[src/rtl/lcd_cmd_seq.sv]
// lcd_cmd_seq: command sequencer placed ahead of the LCD controller.
// Host commands are buffered in a FIFO. Each one goes to the controller as a
// single-cycle cmd/cmd_valid pulse, and only while busy is low. After a WRITE
// (opcode 0) the sequencer holds off until the controller's done pulse and
// counts the completed frame. Opcodes above MAX_OP are dropped and reported.
//
// Ports:
//   clk, reset            rising-edge clock, asynchronous active-low reset
//   host_cmd/host_valid   host push interface; host_ready = (count < DEPTH)
//   busy, done            status from the LCD controller
//   cmd, cmd_valid        registered command and its one-cycle issue strobe
//   flush                 synchronous FIFO clear
//   fifo_count            number of entries held
//   frame_cnt             completed WRITE frames, wraps at 255
//   cmd_err               one-cycle pulse when an illegal opcode is dropped
//   seq_idle              FSM in IDLE with an empty FIFO
module lcd_cmd_seq #(
  parameter int DEPTH  = 8,
  parameter int CMD_W  = 4,
  parameter int MAX_OP = 11
) (
  input  logic                     clk,
  input  logic                     reset,
  input  logic [CMD_W-1:0]         host_cmd,
  input  logic                     host_valid,
  output logic                     host_ready,
  input  logic                     busy,
  input  logic                     done,
  output logic [CMD_W-1:0]         cmd,
  output logic                     cmd_valid,
  input  logic                     flush,
  output logic [$clog2(DEPTH):0]   fifo_count,
  output logic [7:0]               frame_cnt,
  output logic                     cmd_err,
  output logic                     seq_idle
);

  localparam int AW = $clog2(DEPTH);
  localparam int CW = AW + 1;
  localparam logic [CW-1:0]    DEPTH_C  = CW'(DEPTH);
  localparam logic [CMD_W-1:0] MAX_OP_C = CMD_W'(MAX_OP);

  typedef enum logic [1:0] {
    IDLE,
    ISSUE,
    GAP,
    WAIT_DONE
  } state_e;

  state_e state_q, state_d;

  logic [CMD_W-1:0] mem_q [DEPTH];
  logic [CMD_W-1:0] mem_d [DEPTH];
  logic [AW-1:0]    wr_ptr_q, wr_ptr_d;
  logic [AW-1:0]    rd_ptr_q, rd_ptr_d;
  logic [CW-1:0]    count_q, count_d;

  logic [CMD_W-1:0] cmd_q, cmd_d;
  logic             cmd_valid_q, cmd_valid_d;
  logic             cmd_err_q, cmd_err_d;
  logic [7:0]       frame_cnt_q, frame_cnt_d;

  logic             push;
  logic             pop;
  logic [CMD_W-1:0] head;
  logic             head_illegal;

  assign head         = mem_q[rd_ptr_q];
  assign head_illegal = (head > MAX_OP_C);
  // host_ready looks only at the registered count, so a same-cycle pop
  // cannot open a slot for the host.
  assign host_ready   = (count_q < DEPTH_C);
  assign push         = host_valid && host_ready && !flush;

  // Sequencer FSM: next state and registered outputs.
  always_comb begin
    state_d     = state_q;
    cmd_d       = cmd_q;
    cmd_valid_d = 1'b0;
    cmd_err_d   = 1'b0;
    frame_cnt_d = frame_cnt_q;
    pop         = 1'b0;
    unique case (state_q)
      IDLE: begin
        // Holding off while flushing keeps the entry being cleared from
        // being issued in the same cycle.
        if (!flush && (count_q != '0)) begin
          if (head_illegal) begin
            // Drops never talk to the controller, so busy does not gate them.
            pop       = 1'b1;
            cmd_err_d = 1'b1;
          end else if (!busy) begin
            pop         = 1'b1;
            cmd_d       = head;
            cmd_valid_d = 1'b1;
            state_d     = ISSUE;
          end
        end
      end
      ISSUE: begin
        state_d = (cmd_q == '0) ? WAIT_DONE : GAP;
      end
      GAP: begin
        // Dead cycle so the controller's busy for this command is seen in IDLE.
        state_d = IDLE;
      end
      WAIT_DONE: begin
        if (done) begin
          frame_cnt_d = frame_cnt_q + 8'd1;
          state_d     = IDLE;
        end
      end
      default: state_d = IDLE;
    endcase
  end

  // FIFO storage, pointers and occupancy.
  always_comb begin
    mem_d    = mem_q;
    wr_ptr_d = wr_ptr_q;
    rd_ptr_d = rd_ptr_q;
    count_d  = count_q;
    if (flush) begin
      wr_ptr_d = '0;
      rd_ptr_d = '0;
      count_d  = '0;
    end else begin
      if (push) begin
        mem_d[wr_ptr_q] = host_cmd;
        wr_ptr_d        = wr_ptr_q + AW'(1);
      end
      if (pop) begin
        rd_ptr_d = rd_ptr_q + AW'(1);
      end
      unique case ({push, pop})
        2'b10:   count_d = count_q + CW'(1);
        2'b01:   count_d = count_q - CW'(1);
        default: count_d = count_q;
      endcase
    end
  end

  always_ff @(posedge clk or negedge reset) begin
    if (!reset) begin
      state_q     <= IDLE;
      wr_ptr_q    <= '0;
      rd_ptr_q    <= '0;
      count_q     <= '0;
      cmd_q       <= '0;
      cmd_valid_q <= 1'b0;
      cmd_err_q   <= 1'b0;
      frame_cnt_q <= '0;
      for (int unsigned i = 0; i < DEPTH; i++) begin
        mem_q[i] <= '0;
      end
    end else begin
      state_q     <= state_d;
      wr_ptr_q    <= wr_ptr_d;
      rd_ptr_q    <= rd_ptr_d;
      count_q     <= count_d;
      cmd_q       <= cmd_d;
      cmd_valid_q <= cmd_valid_d;
      cmd_err_q   <= cmd_err_d;
      frame_cnt_q <= frame_cnt_d;
      mem_q       <= mem_d;
    end
  end

  assign cmd        = cmd_q;
  assign cmd_valid  = cmd_valid_q;
  assign cmd_err    = cmd_err_q;
  assign frame_cnt  = frame_cnt_q;
  assign fifo_count = count_q;
  assign seq_idle   = (state_q == IDLE) && (count_q == '0);

endmodule

[config.mk]
export PLATFORM = sky130hd
export DESIGN_NAME = lcd_cmd_seq
export DESIGN_NICKNAME = d
export VERILOG_FILES = /design/src/rtl/lcd_cmd_seq.sv
export SDC_FILE = /design/constraint.sdc
export NUM_CORES = 1
export LEC_CHECK = 0
export ABC_AREA = 1
export CORE_AREA = 2 2 60 104
export DETAILED_ROUTE_END_ITERATION = 7
export DIE_AREA = 0 0 62 106
export GPL_TIMING_DRIVEN = 0
export PLACE_DENSITY_LB_ADDON = 0.15
export SLEW_MARGIN = 15
export SYNTH_ARGS = -nofsm -noshare
export SYNTH_HDL_FRONTEND = slang
export SYNTH_SLANG_ARGS = --single-unit
[constraint.sdc]
create_clock -name clk -period 2.1 [get_ports clk]
set_input_delay 0.21 -clock clk [delete_from_list [all_inputs] [get_ports clk]]
set_output_delay 0.21 -clock clk [all_outputs]
set_load 0.02 [all_outputs]
==> impl_metrics.py, run 1 <==
metrics = {
    "outcome": {
        "status": "complete, but fails checks",
        "violations": "setup timing",
    },
    "sta": {
        "fmax_mhz": 448.0,
        "setup_viol": 3,
        "rsz0062_at_grt": "true",
        "max_slew_margin": 0.5193,
        "worst_slack_ns": -0.1321,
        "hold_viol_final": 0,
        "slew_violations": 0,
        "finClkSkew_ns": 0.009293,
        "post-route-period-util": 1.063,
        "layout_min_cycle_time_ns": 2.232,
        "worst_slew_pin_slew_ns": 0.7210,
    },
    "layout": {
        "final_util": 0.6303,
        "mostFrequentLayoutCells": "nand2_1 (89), dfrtp_1 (58), o21ai_0 (44), inv_1 (36)",
        "nets": 409,
        "area_growth_pct": 28.47,
        "final_common_cell": "nand2_1",
        "fillers": 501,
        "antenna_cells": 0,
        "layout-drive-gt1-share": 0.1709,
        "stdcell_count": 476,
    },
    "floorplanning": {
        "dieArea_sq_mm": 0.006572,
        "coreArea_sq_mm": 0.005787,
        "rows": 37,
        "start_util": 0.4906,
        "io_pins": 30,
        "die_w_um": 62,
        "dieHeight_um": 106,
    },
    "pwr": {
        "power_mw": 4.659,
        "cellPowerDensity_mw_per_mm2": 1278,
        "leakagePower_nw": 1.784,
        "vdd_drop_max_mv": 0.8264,
    },
    "route": {
        "ant_nets": 0,
        "via_per_inst": 4.939,
        "drtPass1Iterations": 5,
        "drc": 0,
        "wl_per_cell_um": 13.15,
        "drtIter0Drc": 93,
        "num_vias": 2351,
        "wirelength_um": 6261,
    },
    "synthesis": {
        "synth-seq-cells": 58,
        "synth-edff-count": 0,
        "synth_area_sq_mm": 0.002839,
        "syn_area_per_cell_sq_um": 8.325,
        "async_reset_ff_frac": 1.000,
        "yosysWarnings": 0,
        "synthFlopType": "dfrtp_1",
        "netlist_instances": 341,
        "synth-seq-area-share": 0.5112,
        "yosysUniqueCellTypes": 32,
        "syn-num-nets": 357,
    },
    "min_path": {
        "worstHoldPathType": "in -> async",
    },
    "grt": {
        "overflow": 0,
        "grt_usage": 0.2183,
        "antenna_found_initial": 0,
        "grt_pass1_vias": 2363,
        "grt_max_degree": 59,
        "grt_first_pass_wirelength_um": 10520,
    },
    "clock_network": {
        "cts_root_buf": "clkbuf_8",
        "cts_tree": "done",
        "cts_inserted_buffers": 9,
        "htreeDepth": 3,
        "insertion_delay_ns": 0.34,
        "clock_path_buffers": 2,
        "cts.clk_slew.worst_paths_ns": 0.07,
        "cts_sinks": 58,
    },
    "critical_path": {
        "path_common_cell": "nand2_4",
        "crit_path_start_kind": "register",
        "cpMaxStageDelayCell": "fa_2",
        "crit_chain": "buf_6 > inv_8 > buf_8 > nand2_4 > nand3_2 > nand2_2 > nand2_2 > nand2_4 > nand3_4 > nand2_4 > nand2_4 > inv_4 > buf_4 > fa_2 > inv_2 > nor2_1 > nand2_1 > nand2_1",
        "cp.required_ns": 2.38,
        "critical_path_arrival_ns": 2.51,
        "end_kind": "register",
        "max_stage_delay_ns": 0.52,
        "crit_path_max_fanout": 7,
        "critPathKind": "reg -> reg",
    },
    "place": {
        "place_congestion": 0.8184,
        "dp.cells": 448,
        "port-buffer-count": 29,
        "place_hpwl_um": 4363,
    },
    "job": {
        "drv_cap": 0,
    },
}
-- cell families (layout without fill, tap and decap cells) --
family,Yosys count,count (layout),synth area share
mux,1,1,0.003966
fa+ha+maj,6,6,0.02909
flops,58,58,0.5112
simple gates,163,163,0.2583
compound gates,59,59,0.1071
buf+inv,47,104,0.06875
xor+xnor,7,7,0.02160
-- metrics by stage --
stage                     cell area (sq um)  hold WS [ns]  TNS [ns]  worst slack, ns
after floorplan                        2855      -0.08559  -0.03915         -0.03915
after global placement                 3243        0.4608    -61.05           -1.041
after detailed placement               3241        0.3230   -0.9459          -0.3942
after CTS                              3588        0.4641   -0.2143          -0.1533
after global routing                   3647        0.4859   -0.7961          -0.3376
final                                  3647        0.4595   -0.3266          -0.1321
-- worst max-delay path, delay by kind of cell (launching register included) --
kind	cells	cell delay (ns)
buffers and inverters	6	0.53
DFF	1	0.41
and+or+nand+nor	11	0.70
adders and majority gates	1	0.52
-- layout make-up --
cell class,instances,area [sq um],share of cell area
repair buffers,41,381.6,0.1046
well taps,78,97.59,0.02676
inverters,43,171.4,0.04700
flip-flops and latches,58,1451,0.3979
clock inverters,6,115.1,0.03156
clock buffers,10,127.6,0.03499
plain buffers,4,35.03,0.009605
multi-input cells,236,1267,0.3475
-- sequential cells by signal, indices dropped and copies added (netlist names) --
register and cells:
rd_ptr_q 3, cmd 4, cmd_valid 1, mem_q 32
frame_cnt 8, wr_ptr_q 3, state_q 2, cmd_err 1
fifo_count 4
-- where the power goes --
part	leakage, nW	internal, mW	switching (mW)
Clock	0.117	0.792	0.461
Sequential	0.737	1.39	0.208
Combinational	0.930	0.777	1.03
Total	1.78	2.96	1.70
-- final timing paths --
path                                           from                        end  cells after the start  slack (ns)
max                         rd_ptr_q[0]$_DFFE_PN0P_  fifo_count[1]$_DFFE_PN0P_                     18       -0.13
min                                           reset       mem_q[8]$_DFFE_PN0P_                      2        0.46
max reg2reg                 rd_ptr_q[0]$_DFFE_PN0P_  fifo_count[1]$_DFFE_PN0P_                     18       -0.13
min reg2reg                frame_cnt[7]$_DFFE_PN0P_   frame_cnt[7]$_DFFE_PN0P_                      1        0.47
max in group asynchronous                     reset      mem_q[29]$_DFFE_PN0P_                      2        1.15
min in group clk                        host_cmd[0]       mem_q[8]$_DFFE_PN0P_                      3        0.47
-- routing by layer --
metal | track usage | wire length (um) | share of wire
met3 | 0.04745 | 179 | 0.029
met2 | 0.3705 | 3391 | 0.54
met4 | 0.1049 | 216 | 0.034
met5 | 0 | 0 | 0
met1 | 0.2448 | 2474 | 0.40
-- timing repair --
action | CTS | global route
gates cloned | 1 | 0
gates resized for setup | 15 | 8
setup endpoints to repair | 3 | 3
setup buffers | 6 | 4
pin swaps | 16 | 13
hold buffers | 1 | 0
endpoints found under the hold margin | 58 | 0
-- cell usage after synthesis (3+ instances only) --
| cell type | number | area share |
|---|---|---|
| o21ai_0 | 45 | 0.079 |
| nor2_1 | 28 | 0.037 |
| dfrtp_1 | 58 | 0.51 |
| nand2_2 | 4 | 0.0088 |
| inv_1 | 39 | 0.052 |
| nand3_1 | 22 | 0.039 |
| a21oi_1 | 9 | 0.016 |
| inv_2 | 3 | 0.0040 |
| ha_1 | 5 | 0.022 |
| nor2_2 | 3 | 0.0066 |
| xor2_1 | 5 | 0.015 |
| nand2_1 | 94 | 0.12 |
| nand2_4 | 3 | 0.012 |
(Power assumes the default switching activity.)
==> run 2, diff against run 1 <==
- CORE_AREA: 2 2 60 104 -> 2 2 72 125
- DIE_AREA: 0 0 62 106 -> 0 0 74 127
==> run 2 against run 1 <==
The run still ends with setup timing left. Sequential cell count unchanged. Register-to-register slack got worse by 0.04 ns. Wire length is 9.2% higher. Via count is 0.17% higher. Clock power rose by 14%. Final area is 4.3% higher. First-iteration DRC count is 58% higher. Clock skew decreased by 0.0046 ns. Sequential power hardly changed. Die area grew 43%. Highest routed layer unchanged.
==> impl_metrics.py, run 2 (synthesis gave the netlist of run 1 again) <==
metrics = {
    "route": {
        "wl_per_cell_um": 13.23,
        "met3WireLength_um": 212,
        "drtIter0Drc": 147,
        "topRoutingLayerUsed": "met4",
        "dr_wl_met2_um": 3771,
        "drtPass1Iterations": 4,
        "drc": 0,
        "via_per_inst": 4.555,
        "drt-met1-wl_um": 2712,
        "num_vias": 2355,
        "wirelength_um": 6838,
        "ant_nets": 0,
    },
    "layout": {
        "mostFrequentLayoutCells": "nand2_1 (87), dfrtp_1 (58), o21ai_0 (44), inv_1 (36)",
        "final_cell_area_sq_mm": 0.003805,
        "stdcell_count": 517,
        "antenna_cells": 0,
        "nets": 413,
        "final_util": 0.4577,
        "final_common_cell": "nand2_1",
        "layout-drive-gt1-share": 0.1816,
        "area_growth_pct": 34.02,
        "regMostFlops": "mem_q",
        "largest_register_ff_count": 32,
    },
    "min_path": {
        "worstHoldPathType": "in -> async",
    },
    "job": {
        "drv_cap": 0,
    },
    "clock_network": {
        "cts_sinks": 58,
        "cts_tree": "done",
        "insertion_delay_ns": 0.33,
        "cts_inserted_buffers": 9,
        "cts_root_buf": "clkbuf_16",
        "cts.clk_slew.worst_paths_ns": 0.05,
        "clock_path_buffers": 2,
        "htreeDepth": 3,
    },
    "sta": {
        "layout_min_cycle_time_ns": 2.277,
        "setup_viol": 3,
        "hold_viol_final": 0,
        "worst_slack_ns": -0.1769,
        "rsz0062_at_grt": "true",
        "post-route-period-util": 1.084,
        "worst_slew_pin_slew_ns": 0.5815,
        "finClkSkew_ns": 0.004727,
        "fmax_mhz": 439.2,
        "max_slew_margin": 0.6103,
        "slew_violations": 0,
        "tns_ns": -0.3680,
    },
    "critical_path": {
        "critical_path_arrival_ns": 2.48,
        "cp.required_ns": 2.31,
        "crit_path_start_kind": "register",
        "critPathKind": "reg -> reg",
        "r2r_start": "rd_ptr_q[0]$_DFFE_PN0P_",
        "end_kind": "register",
        "crit_start": "rd_ptr_q[0]$_DFFE_PN0P_",
        "crit_path_max_fanout": 7,
    },
    "floorplanning": {
        "dieHeight_um": 127,
        "coreArea_sq_mm": 0.008313,
        "dieArea_sq_mm": 0.009398,
        "start_util": 0.3415,
        "io_pins": 30,
        "rows": 44,
        "die_w_um": 74,
    },
    "grt": {
        "overflow": 0,
        "grt_pass1_vias": 2388,
        "antenna_found_initial": 0,
        "grt_max_degree": 58,
        "grt_usage": 0.1647,
        "grt_first_pass_wirelength_um": 11420,
    },
    "outcome": {
        "violations": "setup timing",
        "status": "complete, but fails checks",
    },
    "place": {
        "place_hpwl_um": 4726,
        "dp.cells": 486,
        "port-buffer-count": 29,
        "place_congestion": 0.8187,
        "placed_area_sq_mm": 0.003314,
        "place_ws_ns": -0.4807,
    },
    "pwr": {
        "vdd_drop_max_mv": 0.5477,
        "cellPowerDensity_mw_per_mm2": 1290,
        "leakagePower_nw": 1.835,
    },
}
## run 2: report_power, final
group | total (mW) | leakage (nW) | switching [mW] | internal (mW)
combinational | 1.90 | 0.955 | 1.06 | 0.841
sequential | 1.60 | 0.737 | 0.203 | 1.39
clock | 1.42 | 0.142 | 0.509 | 0.908
## run 2: layout make-up
type	instances	area [sq um]
inverter	43	173.9
fill	829	4508
tap	115	143.9
timing repair buffer	45	441.7
multi-input combinational	236	1270
clock inverter	6	57.56
clock buffer	10	229.0
sequential	58	1451
buffer	4	37.54
## run 2: worst max-delay path, stage by stage, from the launching register on
cell and delay, ns:
dfrtp_1 0.37, buf_6 0.16, inv_8 0.05, buf_8 0.12
nand2_4 0.05, nand3_2 0.06, nand2_2 0.08, nand2_2 0.06
nand2_4 0.10, nand3_4 0.08, nand2_4 0.08, nand2_4 0.06
inv_6 0.07, ha_4 0.21, a21oi_2 0.15, nand2_1 0.08
nand2_1 0.07, nand2_1 0.07, nand2_1 0.06, nand2_1 0.05
nand2_1 0.07, a21oi_2 0.06
## run 2: repair_timing
| action | CTS | global route |
|---|---|---|
| hold buffers | 1 | 0 |
| resized for setup | 16 | 11 |
| cloned | 0 | 0 |
| pin swaps | 15 | 16 |
| endpoints found under the hold margin | 58 | 0 |
| endpoints found under the setup margin | 3 | 3 |
| setup buffers | 11 | 3 |
## run 2: per-layer routing
| metal | up-vias | GRT usage |
|---|---|---|
| met5 | - | 0 |
| met1 | 1116 | 0.1803 |
| met2 | 31 | 0.2889 |
| met4 | 0 | 0.07380 |
| met3 | 6 | 0.04338 |
| li1 | 1202 | - |
## run 2: stage by stage
step | total power, mW | hold WS, ns
2_1_floorplan | 2.654 | -0.08559
3_3_place_gp | 3.189 | 0.4609
3_5_place_dp | 3.231 | 0.008168
4_1_cts | 4.876 | 0.2129
5_1_grt | 5.270 | 0.2269
6_report | 4.909 | 0.2225
## run 2: path summary, 6_finish.rpt
check                                             to  slack, ns  cells past startpoint
setup / recovery           fifo_count[3]$_DFFE_PN0P_      -0.18                     21
hold / removal                  mem_q[9]$_DFFE_PN0P_       0.22                      2
setup reg to reg           fifo_count[3]$_DFFE_PN0P_      -0.18                     21
hold reg to reg             frame_cnt[7]$_DFFE_PN0P_       0.47                      1
max in group asynchronous    rd_ptr_q[2]$_DFFE_PN0P_       1.41                      3
min in group clk            frame_cnt[7]$_DFFE_PN0P_       0.47                      1
